## src/rtl/angular_tap_accumulator_pkg.sv

```systemverilog
`default_nettype none
// ============================================================================
//  Module      : angular_tap_accumulator_pkg
//  Description : Shared intra-prediction constants for the constant-multiplier
//                and tap-accumulator stages: default tap count, product width,
//                output sample width, normalisation shift and clip bounds.
//                Also provides helpers for widths derived from them.
//  Revision    : 1.0  initial release
// ============================================================================
package angular_tap_accumulator_pkg;

    localparam int c_NUM_TAPS = 4;    // tap products per predicted sample
    localparam int c_PROD_W   = 16;   // signed product width
    localparam int c_OUT_W    = 8;    // unsigned predicted-sample width
    localparam int c_SHIFT    = 6;    // coefficient sets sum to 2^c_SHIFT

    localparam int c_CLIP_MIN = 0;
    localparam int c_CLIP_MAX = (1 << c_OUT_W) - 1;

    // Upper clip bound for an arbitrary unsigned sample width.
    function automatic int clip_max(input int out_w);
        return (1 << out_w) - 1;
    endfunction

    // Width of the rounded total: one bit of growth for the pairwise sums,
    // one per level of the pair reduction, and one for the rounding offset.
    function automatic int acc_width(input int prod_w, input int num_taps);
        return prod_w + 1 + $clog2((num_taps + 1) / 2) + 1;
    endfunction

endpackage : angular_tap_accumulator_pkg
`default_nettype wire

```

## src/rtl/angular_tap_accumulator_sample_round_clip.sv

```systemverilog
`default_nettype none
// ============================================================================
//  Module      : sample_round_clip
//  Description : Combinational normalisation of a pre-rounded signed total:
//                arithmetic right shift by SHIFT, then clip to the unsigned
//                range [c_CLIP_MIN, 2^OUT_W-1]. Shared by all filter paths.
//  Ports       : i_value  - signed total with rounding offset already added
//                o_sample - clipped unsigned sample
//  Revision    : 1.0  initial release
// ============================================================================
module sample_round_clip
    import angular_tap_accumulator_pkg::*;
#(
    parameter int IN_W  = 19,
    parameter int SHIFT = c_SHIFT,
    parameter int OUT_W = c_OUT_W
) (
    input  logic signed [IN_W-1:0]  i_value,
    output logic        [OUT_W-1:0] o_sample
);

    localparam logic signed [IN_W-1:0] c_MIN = IN_W'(c_CLIP_MIN);
    localparam logic signed [IN_W-1:0] c_MAX = IN_W'(clip_max(OUT_W));

    logic signed [IN_W-1:0] w_shifted;

    // Arithmetic shift floors towards minus infinity, so together with the
    // +2^(SHIFT-1) offset applied upstream this is round-half-up.
    assign w_shifted = i_value >>> SHIFT;

    always_comb begin
        o_sample = w_shifted[OUT_W-1:0];
        if (w_shifted < c_MIN) begin
            o_sample = OUT_W'(c_CLIP_MIN);
        end else if (w_shifted > c_MAX) begin
            o_sample = OUT_W'(clip_max(OUT_W));
        end
    end

endmodule : sample_round_clip
`default_nettype wire

```

## src/rtl/angular_tap_accumulator.sv

```systemverilog
`default_nettype none
// ============================================================================
//  Module      : angular_tap_accumulator
//  Description : Three-stage pipelined accumulator turning NUM_TAPS signed
//                tap products into one clipped predicted sample.
//                  S1: pairwise sums
//                  S2: total + rounding offset 2^(SHIFT-1)
//                  S3: shift, clip, output register
//                All stages advance together on en = out_ready || !out_valid.
//                A row counter flags the last sample of each BLOCK_W row.
//  Ports       : clk, rst     - clock, asynchronous active-high reset
//                in_valid     - tap products valid
//                in_ready     - products accepted this cycle (== en)
//                in_prod      - NUM_TAPS signed products, tap 0 in LSBs
//                out_valid    - predicted sample valid
//                out_ready    - downstream accepts sample
//                out_sample   - clipped predicted sample
//                out_last     - sample is last of a BLOCK_W row
//  Revision    : 1.0  initial release
// ============================================================================
module angular_tap_accumulator
    import angular_tap_accumulator_pkg::*;
#(
    parameter int NUM_TAPS = c_NUM_TAPS,
    parameter int PROD_W   = c_PROD_W,
    parameter int OUT_W    = c_OUT_W,
    parameter int SHIFT    = c_SHIFT,
    parameter int BLOCK_W  = 16
) (
    input  logic                       clk,
    input  logic                       rst,
    input  logic                       in_valid,
    output logic                       in_ready,
    input  logic [NUM_TAPS*PROD_W-1:0] in_prod,
    output logic                       out_valid,
    input  logic                       out_ready,
    output logic [OUT_W-1:0]           out_sample,
    output logic                       out_last
);

    localparam int c_NUM_PAIRS = (NUM_TAPS + 1) / 2;
    localparam int c_PAIR_W    = PROD_W + 1;
    localparam int c_TOT_W     = acc_width(PROD_W, NUM_TAPS);
    localparam int c_CNT_W     = (BLOCK_W > 1) ? $clog2(BLOCK_W) : 1;

    localparam logic        [c_CNT_W-1:0] c_LAST_POS = c_CNT_W'(BLOCK_W - 1);
    localparam logic signed [c_TOT_W-1:0] c_ROUND    = c_TOT_W'(1 << (SHIFT - 1));

    // ------------------------------------------------------------------
    // Pipeline control: a single enable keeps all stages in lock-step, so
    // bubbles travel as invalid stages and nothing can overtake them.
    // ------------------------------------------------------------------
    logic w_en;
    logic r_s1_valid;
    logic r_s2_valid;
    logic r_out_valid;

    assign w_en     = out_ready || !r_out_valid;
    assign in_ready = w_en;

    // ------------------------------------------------------------------
    // S1: pairwise sums (an odd last tap is paired with zero)
    // ------------------------------------------------------------------
    logic signed [c_PAIR_W-1:0] w_pair_sum [c_NUM_PAIRS];
    logic signed [c_PAIR_W-1:0] r_s1_sum   [c_NUM_PAIRS];

    for (genvar p = 0; p < c_NUM_PAIRS; p++) begin : g_pair
        logic signed [PROD_W-1:0] w_a;
        logic signed [PROD_W-1:0] w_b;

        assign w_a = in_prod[2*p*PROD_W +: PROD_W];

        if (2*p + 1 < NUM_TAPS) begin : g_full
            assign w_b = in_prod[(2*p+1)*PROD_W +: PROD_W];
        end else begin : g_odd
            assign w_b = '0;
        end

        assign w_pair_sum[p] = c_PAIR_W'(w_a) + c_PAIR_W'(w_b);
    end

    // ------------------------------------------------------------------
    // S2: total of the pair sums plus the rounding offset
    // ------------------------------------------------------------------
    logic signed [c_TOT_W-1:0] w_total;
    logic signed [c_TOT_W-1:0] r_s2_total;

    always_comb begin
        w_total = c_ROUND;
        for (int p = 0; p < c_NUM_PAIRS; p++) begin
            w_total = w_total + c_TOT_W'(r_s1_sum[p]);
        end
    end

    // ------------------------------------------------------------------
    // S3: shift and clip
    // ------------------------------------------------------------------
    logic [OUT_W-1:0] w_clipped;
    logic [OUT_W-1:0] r_out_sample;

    sample_round_clip #(
        .IN_W  (c_TOT_W),
        .SHIFT (SHIFT),
        .OUT_W (OUT_W)
    ) u_round_clip (
        .i_value  (r_s2_total),
        .o_sample (w_clipped)
    );

    // ------------------------------------------------------------------
    // Control registers, output sample and row counter (reset)
    // ------------------------------------------------------------------
    logic [c_CNT_W-1:0] r_row_cnt;

    always_ff @(posedge clk or posedge rst) begin
        if (rst) begin
            r_s1_valid   <= 1'b0;
            r_s2_valid   <= 1'b0;
            r_out_valid  <= 1'b0;
            r_out_sample <= '0;
            r_row_cnt    <= '0;
        end else begin
            if (w_en) begin
                r_s1_valid  <= in_valid;
                r_s2_valid  <= r_s1_valid;
                r_out_valid <= r_s2_valid;
                // Bubbles leave the last sample value in place.
                if (r_s2_valid) begin
                    r_out_sample <= w_clipped;
                end
            end
            if (r_out_valid && out_ready) begin
                r_row_cnt <= (r_row_cnt == c_LAST_POS) ? '0
                                                       : r_row_cnt + c_CNT_W'(1);
            end
        end
    end

    // ------------------------------------------------------------------
    // Datapath registers (no reset; qualified by the stage valid bits)
    // ------------------------------------------------------------------
    always_ff @(posedge clk) begin
        if (w_en) begin
            if (in_valid) begin
                for (int p = 0; p < c_NUM_PAIRS; p++) begin
                    r_s1_sum[p] <= w_pair_sum[p];
                end
            end
            if (r_s1_valid) begin
                r_s2_total <= w_total;
            end
        end
    end

    assign out_valid  = r_out_valid;
    assign out_sample = r_out_sample;
    assign out_last   = r_out_valid && (r_row_cnt == c_LAST_POS);

endmodule : angular_tap_accumulator
`default_nettype wire

```

## config.mk

```make
export PLATFORM = sky130hd
export DESIGN_NAME = angular_tap_accumulator
export DESIGN_NICKNAME = d
export VERILOG_FILES = /design/src/rtl/angular_tap_accumulator_pkg.sv /design/src/rtl/angular_tap_accumulator_sample_round_clip.sv /design/src/rtl/angular_tap_accumulator.sv
export SDC_FILE = /design/constraint.sdc
export NUM_CORES = 1
export LEC_CHECK = 0
export ABC_AREA = 1
export BUFFER_PORTS_ARGS = -buffer_cell sky130_fd_sc_hd__buf_2
export CAP_MARGIN = 0
export CELL_PAD_IN_SITES_DETAIL_PLACEMENT = 1
export CELL_PAD_IN_SITES_GLOBAL_PLACEMENT = 1
export CORE_AREA = 2 2 115 117
export CTS_CLUSTER_DIAMETER = 100
export DETAILED_ROUTE_END_ITERATION = 8
export DIE_AREA = 0 0 117 119
export HOLD_SLACK_MARGIN = 0.02
export PLACE_DENSITY_LB_ADDON = 0.1
export SLEW_MARGIN = 20
export SYNTH_ARGS = -nofsm -noshare
export SYNTH_HDL_FRONTEND = slang
export SYNTH_SLANG_ARGS = --single-unit
```

## constraint.sdc

```tcl
create_clock -name clk -period 2.3 [get_ports clk]
set_clock_uncertainty 0.2 [all_clocks]
set_input_delay 0.23 -clock clk [delete_from_list [all_inputs] [get_ports clk]]
set_output_delay 0.23 -clock clk [all_outputs]
set_load 0.02 [all_outputs]
```

* Word level (Yosys, flattened, before mapping)
Memory sizes are Yosys's and may differ from the RTL's.
Cells that the tools add are included.
** Word-level totals
- RAM bits :: 34
- Input bits :: 68
- Memories :: 1
- Bits in registers :: 34
** Memories
- r_s1_sum :: depth 2, width 17, read ports 2, clocked after memory_dff 0, wr ports 2, RTL line angular_tap_accumulator.sv:65 : logic signed [c_PAIR_W-1:0] r_s1_sum [c_NUM_PAIRS];
** Cells by class
- Reductions and logical operators :: 6
- Multiplexer cells :: 6
- Add/sub/neg operators :: 5
- $lt $le $gt $ge :: 2
- Equality and inequality tests :: 1
** Operators with widths (number)
- 16-bit by 16-bit adder with 17-bit output :: 2
- 18-bit by 17-bit adder with 19-bit output :: 1
- 7-bit by 17-bit adder with 18-bit output (first input constant) :: 1
- 8-bit 2-to-1 mux :: 2
- 13-bit by 9-bit greater-than comparator with 1-bit output (second input constant) :: 1
- 13-bit by 1-bit less-than comparator with 1-bit output (second input constant) :: 1
- 4-bit by 1-bit adder with 4-bit output (second input constant) :: 1
- 4-bit equality test (second input constant) :: 1
- 4-bit 2-to-1 mux :: 1
- 2-bit AND reduction :: 2
- 1-bit 2-to-1 mux :: 3
- 1-bit logical AND :: 2
- 1-bit logical NOT :: 1
- 1-bit logical OR :: 1

* Logic depth before layout (Yosys ltp)
Gate-level depths: netlist of the first run.
- Word-level depth :: 4
- Gate-level depth with buffers :: 13

* Cells and area by module
From an unflattened synthesis of the first run, not the netlist that was laid out.
** Unflattened totals
- Cell total of the unflattened synthesis :: 678
- Area, all modules :: 5317.6 µm²
** By module, submodules not included
- angular_tap_accumulator :: seq. area each 1966.9 µm², area each 5171.2 µm², cells an instance 643, instances 1
- sample_round_clip :: seq. area each 0.0 µm², area each 146.4 µm², cells an instance 35, instances 1

* Worst setup path before layout of the first run
No wires, ideal clock.
- Path kind :: register to register
- Start point :: register r_out_valid, in the netlist out_valid
- End point :: memory r_s1_sum[0][0] (netlist name) (enable)
- Path buffers :: 1
- Clock period less this slack :: 2.300 ns
- Slack :: 0.000 ns
- Cell stages (with the launch flop) :: 7
- Arrival :: 1.711 ns
- Cell sequence :: dfrtp_1 -> inv_1 -> nor2_1 -> buf_2 -> inv_1 -> nand2_1 -> inv_1
** RTL lines
- start, declared :: RTL line angular_tap_accumulator.sv:56 : logic r_out_valid;
- start signal, assigned :: RTL line angular_tap_accumulator.sv:126 : r_out_valid <= r_s2_valid;
- end, declared :: RTL line angular_tap_accumulator.sv:65

==> flow_metrics.env, run 1 <==
export IMPL_synthDistinctLibCells=35
export IMPL_ys_seq_area_frac=0.366
export IMPL_drc_errors=0
export IMPL_tightest_slew_ps=1080
export IMPL_crit_type="flip-flop to flip-flop"
export IMPL_vdd_drop_max_v=0.000445
export IMPL_status="complete, no violations"
export IMPL_r2r_start="r_s1_sum[0][21]$_DFFE_PP_"
export IMPL_total_power_uw=5330
export IMPL_required_ps=2180
export IMPL_clock_sinks=62
export IMPL_setup_viol=0
export IMPL_fin_crit_sh=0.974
export IMPL_fmax_ghz=0.447
export IMPL_slowest_stage="edfxtp_1"
export IMPL_vias_per_cell=4.88
export IMPL_start_util=0.379
export IMPL_yosysWarnings=0
export IMPL_r2r_end="r_s2_total[13]$_DFFE_PP_"
export IMPL_gp_congestion=0.873
export IMPL_synth_seq_cells=62
export IMPL_rows=42
export IMPL_layout_common_cells="nand2_1 (149), buf_2 (78), inv_1 (55), nor2_1 (49), ha_1 (48)"
export IMPL_final_common_cell="nand2_1"
export IMPL_cts_root_buf="clkbuf_16"
export IMPL_placed_cell_area_um2=5560
export IMPL_ant_nets=0
export IMPL_syn_cell_area_um2=4880
export IMPL_clk_path_buf_depth=2
export IMPL_cp_start_kind="flip-flop"
export IMPL_vias=4259
export IMPL_fin_nets=826
export IMPL_drv_slew=0
export IMPL_holdPathEnd="r_s1_sum[0][17]$_DFFE_PP_"
export IMPL_avgRoutedWirePerCell_um=14.0
export IMPL_dieArea_um2=13900
export IMPL_dr_first_iter_drc_count=117
export IMPL_r2r_setup_slack_ps=60
export IMPL_holdPathStages=2
export IMPL_drv_cap=0
export IMPL_cts_tree="yes"
export IMPL_leakage_uw=0.00294
export IMPL_place_hpwl_um=10100
export IMPL_path_buf_inv=1
export IMPL_rsz0062_at_grt="true"
export IMPL_crit_fanout=3
export IMPL_place_port_buffers=78
export IMPL_clk_pin_slew_ps=50
export IMPL_synth_area_leaders="edfxtp_1 (29%), ha_1 (17%), nand2_1 (12%)"
export IMPL_cpPeakStageDelay_ps=420
export IMPL_endpoint_kind="flip-flop"
export IMPL_path_cells="ha_1 > ha_4 > nand2_1 > inv_1 > nand2_1 > nand2_1 > nand2_1 > nand2_2 > nand2_1 > nand2_1 > nand2_1 > nand2_1"
export IMPL_firstDrtPassIters=4
export IMPL_grt_usage=0.182
export IMPL_grt_first_pass_wirelength_um=20200
export IMPL_synthCells=588
export IMPL_timing_hold_violations_final=0
export IMPL_slew_headroom=0.279
export IMPL_grt_pass1_vias=4380
export IMPL_layout_min_cycle_time_ps=2240
export IMPL_synth_top_area_share=0.289
export IMPL_core_um2=12900
export IMPL_ff2ff_path_depth=12
export IMPL_grt_start_max_net_pins=35
export IMPL_cts_made_buffers=9
export IMPL_clk_latency_ps=330
export IMPL_die_h_um=119
export IMPL_wl_um=12200
export IMPL_fin_area_um2=6150
export IMPL_worstHoldStart="in_prod[48]"
export IMPL_die_width_um=117
export IMPL_cp_top_family="simple AND/OR/NAND/NOR gates"
export IMPL_drive_above_1_share=0.240
export IMPL_io_pins=79
export IMPL_synth_largest_area_cell="edfxtp_1"
export IMPL_diodes=0
export IMPL_antenna_found_initial=0
export IMPL_avgSynthCellArea_um2=8.29
export IMPL_syn_to_final_growth_pct=26.0
export IMPL_worstPathArrival_ps=2110
export IMPL_hold_path_class="input port to flip-flop"
export IMPL_grt_remaining_overflow=0
export IMPL_cpMostUsedCell="nand2_1"
export IMPL_ctsHtreeMaxLevel=3
export IMPL_p_per_area_nw_per_um2=868
export IMPL_syn_nets=723
-- Yosys cell counts, drive strengths merged --
cell / instances
a31oi: 3
xor2: 26
fa: 2
o211ai: 1
a21boi: 3
edfxtp: 47
nand2: 164
o21bai: 12
a21o: 6
nor2: 55
o21ai: 25
nor4: 1
nand3b: 3
buf: 1
nand4: 5
clkbuf: 1
o21a: 3
dfrtp: 15
and2: 1
xnor2: 4
inv: 56
a21oi: 39
ha: 65
nand3: 45
nor3: 5
-- area by class of cell --
cell class	count	area, um2
fillers	1552	6730
multi-input cells	468	3140
flip-flops and latches	62	1790
repair buffers	94	520
clock buffers	14	254
well taps	176	220
inverters	56	210
clock inverters	2	10.0
-- timing repair --
item                       4_1_cts  5_1_grt
setup buffers                    0        1
hold endpoints to repair        18        0
pin swaps                        0        5
setup endpoints to repair        6        8
resized for setup                3       39
hold buffers                     4        0
-- report_power, final --
group / internal [uW] / switching, uW
combinational: 975 / 1410
clock: 754 / 439
sequential: 1630 / 133
total: 3350 / 1980
-- per-stage QoR --
step,hold slack [ps],worst slack [ps],util,setup TNS [ps],instances
floorplan,-68.5,0.236,-,0,588
global placement,94.8,-12.4,0.432,-17.7,851
detailed placement,104,-57.8,0.432,-153,851
CTS,20.7,1.15,0.457,0,871
global route,26.7,-21.3,0.477,-60.0,872
finish,22.6,60.5,0.477,0,872
-- flip-flops by register name, indices dropped and copies added (netlist names) --
name and count:
r_s1_sum 34, r_s2_total 13, out_sample 8, r_row_cnt 4
out_valid 1, r_s1_valid 1, r_s2_valid 1
-- worst register-to-register path, cell delays in order, from the launching register on --
cell	delay, ps
edfxtp_1	420
ha_1	350
ha_4	270
nand2_1	90
inv_1	50
nand2_1	60
nand2_1	50
nand2_1	90
nand2_2	90
nand2_1	100
nand2_1	90
nand2_1	80
nand2_1	70
-- kinds of logic (layout without fill, tap and decap cells) --
family / after synthesis / in the layout / synth area share
and+or+nand+nor: 279 / 279 / 0.247
AOI/OAI and AO/OA: 92 / 92 / 0.112
adders and majority gates: 67 / 67 / 0.175
DFF: 62 / 62 / 0.366
buffers and inverters: 58 / 166 / 0.0449
xor gates and xnor gates: 30 / 30 / 0.0554
-- per-layer routing --
layer / vias up / GRT usage / part of all wire
li1: 2210 / - / -
met1: 1969 / 0.224 / 0.45
met2: 65 / 0.323 / 0.51
met3: 15 / 0.0331 / 0.026
met4: 0 / 0.0537 / 0.020
met5: - / 0 / 0
-- worst max-delay path by stage --
stage                              start                       end  slack (ps)  depth (start not counted)
6_report       r_s1_sum[0][21]$_DFFE_PP_  r_s2_total[13]$_DFFE_PP_          60                         12
4_1_cts        r_s1_sum[0][26]$_DFFE_PP_  r_s2_total[14]$_DFFE_PP_           1                          9
2_1_floorplan      out_valid$_DFFE_PP0N_  r_s1_sum[0][0]$_DFFE_PP_         0.2                          6
5_1_grt        r_s1_sum[0][31]$_DFFE_PP_  r_s2_total[15]$_DFFE_PP_         -20                          9
3_3_place_gp   r_s1_sum[0][10]$_DFFE_PP_  r_s2_total[17]$_DFFE_PP_         -10                          9
3_5_place_dp   r_s1_sum[0][10]$_DFFE_PP_  r_s2_total[17]$_DFFE_PP_         -60                          9
Note: power is estimated with default switching activity, not from simulation.
==> inputs of run 2 (changes only) <==
--- a/config.mk
+++ b/config.mk
@@ -10,13 +10,14 @@
 export CAP_MARGIN = 0
 export CELL_PAD_IN_SITES_DETAIL_PLACEMENT = 1
 export CELL_PAD_IN_SITES_GLOBAL_PLACEMENT = 1
-export CORE_AREA = 2 2 115 117
+export CORE_AREA = 2 2 120 122
 export CTS_CLUSTER_DIAMETER = 100
 export DETAILED_ROUTE_END_ITERATION = 8
-export DIE_AREA = 0 0 117 119
+export DIE_AREA = 0 0 122 124
 export HOLD_SLACK_MARGIN = 0.02
 export PLACE_DENSITY_LB_ADDON = 0.1
 export SLEW_MARGIN = 20
 export SYNTH_ARGS = -nofsm -noshare
 export SYNTH_HDL_FRONTEND = slang
+export SYNTH_HIERARCHICAL = 1
 export SYNTH_SLANG_ARGS = --single-unit
==> run 2 against run 1 <==
  * Via count up 11%
  * Critical path depth down 2
  * Wire length up 14%
  * Cell area up 3.4%
  * Synthesized area up 4.7%
  * Sequential power about the same
  * Die area up 8.7%
  * Combinational power up 4%
  * Synthesized cell count up 14%
  * Non-clock buffer count down 5
  * Total power up 4.4%
  * Hold slack better by 81 ps
  * Largest cell class unchanged
  * Largest power group unchanged
==> flow_metrics.env, run 2 <==
export IMPL_syn_nets=806
export IMPL_fill_cells=1747
export IMPL_diodes=0
export IMPL_leakage_uw=0.00320
export IMPL_cts_root_buf="clkbuf_16"
export IMPL_worstHoldStart="in_prod[17]"
export IMPL_fin_area_um2=6360
export IMPL_slew_headroom=0.594
export IMPL_grt_start_max_net_pins=35
export IMPL_highest_layer="met4"
export IMPL_vias=4745
export IMPL_p_int_uw=3400
export IMPL_ff2ff_path_depth=10
export IMPL_tightest_slew_ps=609
export IMPL_io_pins=79
export IMPL_vias_per_cell=4.98
export IMPL_dr_first_iter_drc_count=156
export IMPL_yosysWarnings=6
export IMPL_pwr_share_clk=0.241
export IMPL_r2r_end="r_s2_total[15]$_DFFE_PP_"
export IMPL_finalSetupTns_ps=0
export IMPL_ctsHtreeMaxLevel=3
export IMPL_cts_made_buffers=9
export IMPL_wl_um=13900
export IMPL_holdPathEnd="r_s1_sum[0][1]$_DFFE_PP_"
export IMPL_status="complete, no violations"
export IMPL_wl_met3_um=487
export IMPL_rows=43
export IMPL_place_hpwl_um=11200
export IMPL_layout_min_cycle_time_ps=2220
export IMPL_largest_reg_flops=34
export IMPL_synthCells=668
export IMPL_pwr_share_comb=0.444
export IMPL_grt_remaining_overflow=0
export IMPL_drv_cap=0
export IMPL_layout_common_cells="nand2_1 (204), inv_1 (85), buf_2 (78), nand3_1 (54)"
export IMPL_met2_length_um=6750
export IMPL_drc_errors=0
export IMPL_grt_pass1_vias=4933
export IMPL_placed_cell_area_um2=5760
export IMPL_antenna_found_initial=0
export IMPL_die_width_um=122
export IMPL_stdcell_count=953
export IMPL_fmax_ghz=0.450
export IMPL_regArea_um2=1790
export IMPL_cp_start_kind="flip-flop"
export IMPL_regMostFlops="r_s1_sum"
export IMPL_r2r_setup_slack_ps=80
export IMPL_rsz0062_at_grt="true"
export IMPL_firstDrtPassIters=4
export IMPL_hold_path_class="input port to flip-flop"
export IMPL_p_per_area_nw_per_um2=876
export IMPL_clock_sinks=62
export IMPL_required_ps=2190
export IMPL_dp_cells=931
export IMPL_setup_viol=0
export IMPL_worstPathArrival_ps=2120
export IMPL_seq_power_share=0.315
export IMPL_core_um2=13700
export IMPL_crit_fanout=2
export IMPL_cts_tree="yes"
export IMPL_gp_congestion=0.827
export IMPL_clk_pin_slew_ps=60
export IMPL_ant_nets=0
export IMPL_start_util=0.372
export IMPL_fin_nets=906
export IMPL_crit_type="flip-flop to flip-flop"
export IMPL_vdd_drop_max_v=0.000416
export IMPL_met1_length_um=6280
export IMPL_dieArea_um2=15100
export IMPL_holdPathStages=2
export IMPL_clk_latency_ps=340
export IMPL_syn_cell_area_um2=5110
export IMPL_drv_slew=0
export IMPL_drive_above_1_share=0.206
export IMPL_avgSynthCellArea_um2=7.65
export IMPL_multi_input_area_um2=3220
export IMPL_grt_usage=0.192
export IMPL_clk_path_buf_depth=2
export IMPL_r2r_start="r_s1_sum[0][18]$_DFFE_PP_"
export IMPL_hold_ws_ps=104
export IMPL_grt_first_pass_wirelength_um=23000
export IMPL_syn_to_final_growth_pct=24.4
export IMPL_netSwitchingPower_uw=2170
export IMPL_swShare=0.389
export IMPL_endpoint_kind="flip-flop"
export IMPL_avgRoutedWirePerCell_um=14.5
export IMPL_final_common_cell="nand2_1"
export IMPL_fin_crit_sh=0.967
export IMPL_place_port_buffers=78
export IMPL_timing_hold_violations_final=0
export IMPL_die_h_um=124
## run 2: area by class of cell
type,count,share of cell area
clock buffers,11,0.0415
clock inverters,5,0.00571
inverters,90,0.0531
multi-input cells,516,0.507
flip-flops and latches,62,0.281
well taps,180,0.0354
repair buffers,89,0.0764
## run 2: power groups by stage
stage | combinational [uW] | sequential [uW] | clock, uW
finish | 2470 | 1750 | 1340
global placement | 2100 | 1760 | 0
global route | 2800 | 1790 | 1410
detailed placement | 2160 | 1780 | 0
floorplan | 1420 | 1840 | 0
CTS | 2220 | 1760 | 1370
## run 2: metal layers
| layer | GRT usage | vias up |
|---|---|---|
| li1 | - | 2401 |
| met1 | 0.240 | 2255 |
| met2 | 0.333 | 70 |
| met3 | 0.0348 | 19 |
| met4 | 0.0690 | 0 |
| met5 | 0 | - |
## run 2: worst max-delay path, cell delays in order (launching register included)
cell,delay [ps]
edfxtp_1,370
ha_1,290
ha_2,180
inv_2,40
fa_2,370
o21ai_2,160
nand2_1,90
nand2_2,80
nand2_1,70
nand3_1,90
nand2_1,50
## run 2: worst max-delay path by stage
stage                                    startpoint                  endpoint  depth (start not counted)
after global placement     r_s1_sum[0][9]$_DFFE_PP_  r_s2_total[15]$_DFFE_PP_                         10
after CTS                 r_s1_sum[0][12]$_DFFE_PP_  r_s2_total[17]$_DFFE_PP_                          8
after global routing      r_s1_sum[0][14]$_DFFE_PP_  r_s2_total[15]$_DFFE_PP_                          7
final                     r_s1_sum[0][18]$_DFFE_PP_  r_s2_total[15]$_DFFE_PP_                         10
after detailed placement   r_s1_sum[0][9]$_DFFE_PP_  r_s2_total[15]$_DFFE_PP_                         10
after floorplan            r_s1_sum[0][1]$_DFFE_PP_  r_s2_total[13]$_DFFE_PP_                         10
## run 2: repair_timing
action | 4_1_cts | 5_1_grt
buffers inserted | 0 | 1
setup endpoints to repair | 1 | 8
hold buffers | 5 | 0
resized for setup | 2 | 47
pin swaps | 0 | 9
endpoints found under the hold margin | 19 | 0
## run 2: metrics by stage
stage	util	power, uW	setup slack, ps
after floorplan	-	3260	131
after global placement	0.420	3860	18.6
after detailed placement	0.420	3940	-29.0
after CTS	0.446	5350	0.328
after global routing	0.463	6000	-66.4
final	0.463	5570	75.8
